--- src/rtl/retire_unit.sv ---
// rtl/retire_unit.sv - in-order commit stage: retires the complete ROB head prefix, updates the arch map, frees Told
module retire_unit #(
    parameter int PR_W = 6,
    parameter int AR_N = 32
) (
    input  logic                       clock,
    input  logic                       reset,
    input  logic [2:0]                 rob_valid,
    input  logic [2:0]                 rob_complete,
    input  logic [2:0][4:0]            rob_ar,
    input  logic [2:0][PR_W-1:0]       rob_t,
    input  logic [2:0][PR_W-1:0]       rob_told,
    input  logic [2:0]                 rob_mispredict,
    input  logic [2:0]                 rob_halt,
    output logic [1:0]                 rob_pop,
    output logic [2:0]                 RetireEN,
    output logic [2:0][PR_W-1:0]       RetireReg,
    output logic                       BPRecoverEN,
    output logic [AR_N-1:0][PR_W-1:0]  arch_map,
    output logic                       halted
);

    typedef enum logic [1:0] {NORMAL, RECOVER, HALT} state_t;

    state_t                      state_q, state_d;
    logic [2:0]                  retire_en_q, retire_en_d;
    logic [2:0][PR_W-1:0]        retire_reg_q, retire_reg_d;
    logic                        bp_recover_q, bp_recover_d;
    logic                        halted_q, halted_d;
    logic [AR_N-1:0][PR_W-1:0]   arch_map_q, arch_map_d;
    logic [2:0]                  retire_mask;
    logic [2:0]                  stop_after;
    logic                        can_retire;

    // A mispredict or halt ends the prefix after itself; a gap ends it before itself.
    assign can_retire     = (state_q == NORMAL) && !reset;
    assign stop_after     = rob_mispredict | rob_halt;
    assign retire_mask[0] = can_retire & rob_valid[0] & rob_complete[0];
    assign retire_mask[1] = retire_mask[0] & rob_valid[1] & rob_complete[1] & ~stop_after[0];
    assign retire_mask[2] = retire_mask[1] & rob_valid[2] & rob_complete[2] & ~stop_after[1];

    assign rob_pop = {1'b0, retire_mask[0]} + {1'b0, retire_mask[1]} + {1'b0, retire_mask[2]};

    always_comb begin
        state_d      = state_q;
        retire_en_d  = '0;
        retire_reg_d = '0;
        arch_map_d   = arch_map_q;
        case (state_q)
            NORMAL: begin
                // Ascending way order lets the youngest writer of a shared AR win.
                for (int i = 0; i < 3; i++) begin
                    if (retire_mask[i] && rob_ar[i] != 5'd0) begin
                        arch_map_d[rob_ar[i]] = rob_t[i];
                        retire_en_d[i]        = 1'b1;
                        retire_reg_d[i]       = rob_told[i];
                    end
                end
                if (|(retire_mask & rob_halt)) begin
                    state_d = HALT;
                end else if (|(retire_mask & rob_mispredict)) begin
                    state_d = RECOVER;
                end
            end
            RECOVER: state_d = NORMAL;
            HALT:    state_d = HALT;
            default: state_d = NORMAL;
        endcase
        if (reset) begin
            state_d      = NORMAL;
            retire_en_d  = '0;
            retire_reg_d = '0;
            for (int i = 0; i < AR_N; i++) begin
                arch_map_d[i] = PR_W'(i);
            end
        end
        bp_recover_d = (state_d == RECOVER);
        halted_d     = (state_d == HALT);
    end

    always_ff @(posedge clock) begin
        state_q      <= state_d;
        retire_en_q  <= retire_en_d;
        retire_reg_q <= retire_reg_d;
        bp_recover_q <= bp_recover_d;
        halted_q     <= halted_d;
        arch_map_q   <= arch_map_d;
    end

    assign RetireEN    = retire_en_q;
    assign RetireReg   = retire_reg_q;
    assign BPRecoverEN = bp_recover_q;
    assign halted      = halted_q;
    assign arch_map    = arch_map_q;

endmodule
--- config.mk ---
export PLATFORM = sky130hd
export DESIGN_NAME = retire_unit
export DESIGN_NICKNAME = d
export VERILOG_FILES = /design/src/rtl/retire_unit.sv
export SDC_FILE = /design/constraint.sdc
export NUM_CORES = 1
export LEC_CHECK = 0
export CAP_MARGIN = 20
export CORE_AREA = 2 2 140 279
export DETAILED_ROUTE_END_ITERATION = 16
export DIE_AREA = 0 0 142 281
export GPL_ROUTABILITY_DRIVEN = 1
export SETUP_SLACK_MARGIN = 0.3
export SYNTH_ARGS = -nofsm -noshare
export SYNTH_HDL_FRONTEND = slang
export SYNTH_SLANG_ARGS = --single-unit
--- constraint.sdc ---
create_clock -name clock -period 3.4 [get_ports clock]
set_input_delay 0.68 -clock clock [delete_from_list [all_inputs] [get_ports clock]]
set_output_delay 0.68 -clock clock [all_outputs]
set_load 0.05 [all_outputs]
# == Word level (Yosys, flattened, before mapping) ==
# Index checks and enable logic that the tools add are counted.
# word_totals
ff_bits,217
latchBits,0
ramBits,0
mem_bits_ro,0
input_bits,65
out_inout_bits,217
memories,0
# classes
n_addsub,2
multipliers,0
div,0
n_lt_le_gt_ge,6
n_eq_ne,3
shift,0
n_mux,21
bitwise_logic,17
reduce_logical,18
# op_table
cell,count
192-bit two-way mux,5
192-bit bitwise mux,3
6-bit demux with 5-bit select,3
"5-bit by 6-bit less-than comparator with 1-bit output, second input constant",3
6-bit two-way mux,3
"5-bit by 1-bit greater-or-equal comparator with 1-bit output, second input constant",3
5-bit nonzero test,3
3-bit OR reduction,5
1-bit bitwise AND,8
1-bit logical AND,7
3-bit bitwise AND,2
2-bit two-way mux,3
1-bit NOT,6
"2-bit equality test, second input constant",2
2-bit case mux with 2 select lines,1
1-bit two-way mux,3
1-bit by 1-bit adder with 2-bit output,1
2-bit by 1-bit adder with 2-bit output,1
"2-bit by 1-bit equality test with 1-bit output, second input constant",1
2-bit logical NOT,1
2-bit OR,1
2-bit OR reduction,1
1-bit logical NOT,1

# == Depth between registers and ports, before layout ==
# Gate-level depths: netlist of run 1.
# logic_depth
depth_word,17
mapped_depth,11

# == Worst setup path after synthesis of run 1 ==
# No wires, ideal clock.
# synth_timing
path_type,input -> output
start,in reset
end,out rob_pop[0]
t_arrival_ns,2.193
t_required_ns,2.720
slack_ns,0.527
path_stages,6
path_buffers,1
cell_sequence,nand3b_1 > nor3_2 > inv_1 > buf_4 > fa_1 > inv_1
# synth_between
elab_chain_cells,11
elab_cells_between_ends,12
cone_classes,2 x add/sub; 8 x bitwise; 2 x reduce/logical
# synth_rtl
item,line,rtl
start: declaration,7,"input logic reset,"
1-bit logical NOT (*),36,assign can_retire = (state_q == NORMAL) && !reset;
1-bit logical AND (*),36,
1-bit bitwise AND (*) (2 in series),38,assign retire_mask[0] = can_retire & rob_valid[0] & rob_complete[0];
1-bit bitwise AND (3 in series),39,assign retire_mask[1] = retire_mask[0] & rob_valid[1] & rob_complete[1] & ~stop_after[0];
1-bit bitwise AND (3 in series),40,assign retire_mask[2] = retire_mask[1] & rob_valid[2] & rob_complete[2] & ~stop_after[1];
2-bit by 1-bit adder with 2-bit output (*),42,"assign rob_pop = {1'b0, retire_mask[0]} + {1'b0, retire_mask[1]} + {1'b0, retire_mask[2]};"
end: declaration,15,"output logic [1:0] rob_pop,"
# Every way passes the cells marked *; elsewhere a longest branch is shown, timed or not.

# == Final worst setup path of run 1 ==
# layout_timing
start,in rob_mispredict[1]
end,out rob_pop[0]
# layout_between
elab_chain_cells,4
# layout_rtl
item,line,rtl
start: declaration,13,"input logic [2:0] rob_mispredict,"
2-bit OR,37,assign stop_after = rob_mispredict | rob_halt;
1-bit NOT,40,
1-bit bitwise AND,40,
2-bit by 1-bit adder with 2-bit output,42,
# Every way passes these cells.

==> flow_summary_export.csv, run 1 <==
group,metric,value,unit
grt,track_usage,0.329,
route,via_per_inst,6.60,
power,peakVddDrop,306,uV
yosys,ys_seq_area_frac,0.306,
setup_path,startpoint,"rob_mispredict[1]",
yosys,synthCells,1719,
floorplan,start_util,0.375,
grt,grtUsageMet2,0.549,
clock_tree,clk_latency,0.55,ns
grt,grt_pass1_vias,15751,
final_layout,final_util,0.495,
place,finalWeightedCongestion,0.959,
power,internal-power,0.00440,W
route,wirelength,68400,um
yosys,synth_edf_count,0,
route,drc_errors,0,
route,dr.pass1.iters,6,
grt,grt_pass1_wl,99400,um
grt,grt_util_met3,0.0525,
clock_tree,clk_path_buf_depth,3,
floorplan,die_w,142,um
place,dp_hpwl,46900,um
clock_tree,cts_inserted_buffers,23,
yosys,syn_nets,1785,
grt,grt_use_met1,0.364,
clock_tree,cts_tree,"built",
power,clkPwrFrac,0.411,
power,p_sw,0.00192,W
final_layout,fin_area,18700,um2
final_layout,mostFrequentLayoutCell,"clkdlybuf4s50_1",
route,vias,16182,
final_layout,finalNetCount,2037,
yosys,ys_types,78,
run_status,outcome,"complete, no violations",
sta,min_period,3.02,ns
yosys,synth.top_cell.area_share,0.306,
setup_path,arrival,2.34,ns
power,p_leak,7.60,nW
power,power.share.combinational,0.174,
clock_tree,clk_pin_slew,0.06,ns
floorplan,core,37800,um2
grt,grt-busiest-layer,"met2",
clock_tree,clkSinkCount,217,
grt,grt_max_degree,112,
setup_path,crit_fanout,4,
final_layout,mostFrequentLayoutCells,"271 x clkdlybuf4s50_1, 217 x dfxtp_1, 149 x mux2i_1",
route,drt_iter0_drc,1611,
clock_tree,cts_hold_buffers,0,
setup_path,timing.rr.start,"state_q[1]",
route,antenna_left,0,
yosys,synthTopCellsByArea,"dfxtp_1 31%, mux2i_1 11%, mux2_2 4.5%",
yosys,synth.avg_cell_area,8.25,um2
sta,rsz0062_at_grt,"false",
sta,finalCritPeriodShare,0.887,
sta,hold_viol,0,
sta,setup_viol,0,
setup_path,worst_ep_required_time,2.72,ns
setup_path,worstSetupPathType,"in -> out",
power,p_seq_frac,0.415,
min_path,hp-start,"arch_map[2]",
setup_path,cp-start-kind,"primary input",
route,wl_per_cell,27.9,um
sta,worst_slew_pin_slew,0.978,ns
place,dpl-instance-area,17900,um2
yosys,async_reset_ff_frac,0,
clock_tree,cts_max_level,1,
grt,grt_overflow,0,
setup_path,r2r_slack,0.60,ns
job,maxCapViolCount,0,
power,switching_share,0.304,
floorplan,io_pins,282,
final_layout,drive_gt1_frac,0.159,
sta,slew_violations,0,
final_layout,area_growth,32.0,%
min_path,min_to,"arch_map[2]",
setup_path,r2r-end,"arch_map[164]",
yosys,ys_warn_count,0,
setup_path,r2r_cells,8,
place,port_buffers,281,
setup_path,worst_setup_path_end_kind,"primary output",
grt,antenna_found_initial,3,
sta,fmax,332,MHz
yosys,yosysTopAreaCell,"dfxtp_1",
floorplan,std_cell_rows,101,
clock_tree,root_buffer,"clkbuf_16",
min_path,hold_class,"reg -> reg",
yosys,synth-seq-cells,217,
power,powerDensity,338,nW/um2
final_layout,num-fill-cells,3660,
yosys,yosys_most_used_dff,"dfxtp_1",
sta,relSlewSlack,0.348,
sta,skew,0.0249,ns
floorplan,dieArea,39900,um2
yosys,syn-cell-area,14200,um2
sta,fin_setup_tns,0,ns
min_path,whs_path_depth,1,
floorplan,die_h,281,um
-- worst max-delay path, cell delays in order --
cell and delay (ns):
clkdlybuf4s50_1 0.50, nor4bb_4 0.33, nand2_2 0.11, fa_1 0.53, inv_2 0.05, buf_12 0.14
-- registers in the layout (all words and copies together) (netlist names) --
register     flops
halted           1
RetireReg       18
BPRecoverEN      1
RetireEN         3
arch_map       192
state_q          2
-- area by class of cell --
cell class,count,area (um2),share of cell area
Antenna cell,4,10.0,0.000535
Clock buffer,33,643,0.0344
Clock inverter,6,80.1,0.00428
Inverter,8,30.0,0.00161
Multi-Input combinational cell,1300,8990,0.481
Sequential cell,217,4340,0.232
Tap cell,463,579,0.0310
Timing Repair Buffer,421,4030,0.215
-- power groups by stage --
stage               clock (W)  combinational (W)  sequential, W
global route          0.00271            0.00113        0.00263
global placement            0            0.00105        0.00268
detailed placement          0            0.00106        0.00268
finish                0.00260            0.00110        0.00263
CTS                   0.00262            0.00107        0.00263
floorplan                   0           0.000438        0.00282
-- how the worst max path moves through the flow --
stage | endpoint | slack [ns]
6_report | rob_pop[0] | 0.38
5_1_grt | rob_pop[0] | 0.32
4_1_cts | rob_pop[0] | 0.32
3_5_place_dp | rob_pop[0] | 0.17
3_3_place_gp | rob_pop[0] | 0.15
2_1_floorplan | rob_pop[0] | 0.53
-- synthesized netlist by cell type, drive strengths merged, types with 13 or more instances --
| cell type | count |
|---|---|
| a2111o | 16 |
| a211o | 41 |
| a21oi | 106 |
| a221oi | 28 |
| a22oi | 60 |
| and2 | 30 |
| buf | 67 |
| clkbuf | 127 |
| dfxtp | 217 |
| mux2 | 57 |
| mux2i | 149 |
| nand2 | 87 |
| nand3 | 47 |
| nand4 | 42 |
| nor2 | 146 |
| nor3 | 101 |
| nor4 | 15 |
| o21ai | 107 |
| o22ai | 58 |
| o2bb2ai | 29 |
| o31ai | 14 |
| o32ai | 13 |
| or2 | 19 |
| or3 | 13 |
-- repair_timing --
action / CTS / global route
endpoints found under the setup margin: 2 / 2
setup buffers: 3 / 3
pin swaps: 4 / 6
resized for setup: 10 / 6
-- through the flow --
step	total power [W]	setup WS, ns	std cells	hold WS, ns
floorplan	0.00326	0.527	1719	0.607
global placement	0.00373	0.154	2403	0.454
detailed placement	0.00374	0.169	2403	0.463
CTS	0.00631	0.316	2445	0.473
global route	0.00647	0.317	2451	0.483
finish	0.00632	0.384	2452	0.470
-- layer usage --
metal,wire length (um),share of wire
met1,23800,0.35
met2,32500,0.47
met3,5830,0.085
met4,6330,0.093
met5,0,0
-- logic make-up (layout without fill, tap and decap cells) --
family	count (synthesis)	in the layout	synth area share
multiplexers	206	206	0.150
adder cells (fa/ha/maj)	1	1	0.00141
AO/OA/AOI/OAI	527	527	0.253
flip-flops	217	217	0.306
other	0	4	0
buffers and inverters	202	468	0.0641
AND/OR/NAND/NOR	566	566	0.224
(Power assumes the default switching activity.)
==> run 2: changes to the inputs <==
Settings changed: SLEW_MARGIN set to 30.
==> results of run 2 <==
The final DEF is identical to that of run 1; final timing and power are the same.
==> run 3: changes to the inputs <==
Settings changed: GPL_ROUTABILITY_DRIVEN 1 to not set.
Clock period 3.4 ns to 3.2 ns, I/O delays scaled along.
==> run 3 against run 2 <==
  * Setup slack worse by 0.010 ns
  * Routed wire length down 0.74%
  * Via count about the same
  * First-iteration DRC count down 6.4%
  * Sequential share of layout area down 0.21 points
  * Critical endpoint unchanged
==> flow_summary_export.csv, run 3 (synthesis gave the netlist of run 1 again) <==
group,metric,value,unit
place,dp_hpwl,45800,um
grt,grt_max_degree,135,
setup_path,critical_path.cell_chain,"clkdlybuf4s50_1, nor4bb_4, nand2_2, fa_1, inv_2, buf_12",
route,wirelength,67900,um
place,finalWeightedCongestion,0.942,
sta,relSlewSlack,0.301,
final_layout,num-fill-cells,3600,
setup_path,critPathTopFamily,"buffers and inverters",
sta,slew_violations,0,
sta,finalCritPeriodShare,0.883,
sta,rsz0062_at_grt,"false",
sta,min_period,2.83,ns
job,maxCapViolCount,0,
clock_tree,cts_inserted_buffers,22,
clock_tree,clkSinkCount,217,
clock_tree,cts_tree,"built",
floorplan,std_cell_rows,101,
min_path,min_to,"arch_map[3]",
setup_path,crit_slowest_cell,"clkdlybuf4s50_1",
power,peakVddDrop,417,uV
route,drt_iter0_drc,1508,
min_path,hp-start,"arch_map[3]",
place,dpl-instance-area,18000,um2
clock_tree,clk_path_buf_depth,3,
run_status,outcome,"complete, no violations",
floorplan,start_util,0.375,
power,powerDensity,367,nW/um2
sta,hold_viol,0,
route,vias,16169,
min_path,whs_path_depth,1,
grt,antenna_found_initial,3,
grt,grt_pass1_wl,98800,um
clock_tree,clk_latency,0.54,ns
setup_path,worst_setup_path_end_kind,"primary output",
floorplan,io_pins,282,
min_path,hold_class,"reg -> reg",
final_layout,largest_register_ffs,192,
route,via_per_inst,6.55,
grt,grt_overflow,0,
sta,worst_slew_pin_slew,1.05,ns
place,port_buffers,281,
sta,fin_setup_tns,0,ns
clock_tree,root_buffer,"clkbuf_16",
final_layout,drive_gt1_frac,0.167,
setup_path,crit_buf_inv,3,
sta,setup_viol,0,
setup_path,worstSetupPathType,"in -> out",
clock_tree,cts_hold_buffers,0,
setup_path,worst_ep_required_time,2.56,ns
final_layout,finalNetCount,2053,
route,dr.pass1.iters,8,
clock_tree,clk_pin_slew,0.07,ns
setup_path,cp-start-kind,"primary input",
final_layout,fin_area,18900,um2
grt,track_usage,0.326,
setup_path,r2r_cells,5,
final_layout,area_growth,33.2,%
final_layout,mostFrequentLayoutCells,"269 x clkdlybuf4s50_1, 217 x dfxtp_1, 149 x mux2i_1",
setup_path,timing.rr.start,"state_q[1]",
floorplan,core,37800,um2
power,p_leak,7.69,nW
final_layout,mostFrequentLayoutCell,"clkdlybuf4s50_1",
setup_path,r2r_slack,0.64,ns
sta,fmax,354,MHz
grt,grt_pass1_vias,15840,
route,antenna_left,0,
clock_tree,cts_max_level,1,
setup_path,arrival,2.19,ns
setup_path,crit_fanout,3,
floorplan,die_w,142,um
route,drc_errors,0,
sta,skew,0.0162,ns
setup_path,cpPeakStageDelay,0.50,ns
floorplan,die_h,281,um
route,wl_per_cell,27.5,um
floorplan,dieArea,39900,um2
setup_path,r2r-end,"arch_map[105]",
## run 3: routing by layer
layer  global-route usage  vias to the layer above  routed length (um)
li1                     -                     7051                   -
met1                0.359                     7712               23600
met2                0.548                     1067               32300
met3               0.0467                      337                5590
met4                0.273                        2                6380
met5                    0                        -                  13
## run 3: how the worst max path moves through the flow
stage                    startpoint            end  slack (ns)  depth (start not counted)
floorplan                     reset     rob_pop[0]        0.41                          6
global placement       rob_valid[2]     rob_pop[0]        0.06                          6
detailed placement      rob_halt[0]  arch_map[121]        0.04                          8
CTS                     rob_halt[1]     rob_pop[0]        0.32                          6
global route             state_q[1]     rob_pop[0]        0.31                          6
finish              rob_complete[2]     rob_pop[0]        0.37                          6
## run 3: stage by stage
step / total power [W] / util / hold WS [ns] / setup slack [ns] / instances
finish: 0.00693 / 0.500 / 0.469 / 0.373 / 2468
global route: 0.00709 / 0.500 / 0.477 / 0.310 / 2468
CTS: 0.00693 / 0.499 / 0.472 / 0.315 / 2464
detailed placement: 0.00398 / 0.476 / 0.458 / 0.0439 / 2419
global placement: 0.00396 / 0.476 / 0.453 / 0.0591 / 2419
floorplan: 0.00346 / - / 0.607 / 0.407 / 1719
## run 3: where the power goes
part	switching (W)	internal, W
combinational	0.000787	0.000377
clock	0.00121	0.00176
sequential	0.0000433	0.00275
total	0.00204	0.00489
## run 3: cell type report
type,instances,area [um2],share of cell area
clock inverter,5,129,0.00683
sequential,217,4340,0.230
tap,463,579,0.0307
antenna,2,5.00,0.000265
multi-input combinational,1300,8990,0.476
inverter,8,30.0,0.00159
timing repair buffer,438,4130,0.219
clock buffer,35,671,0.0355
## run 3: worst reg2reg max path: stages, from the launching register on
cell and delay, ns:
dfxtp_1 0.32, or2_4 0.29, buf_4 0.35, nor2_1 0.97, nand2_1 0.33, o22ai_1 0.21
## run 3: repair_timing
item | CTS | global route
pin swaps | 7 | 3
endpoints found under the setup margin | 2 | 1
setup buffers | 5 | 2
resized for setup | 17 | 1
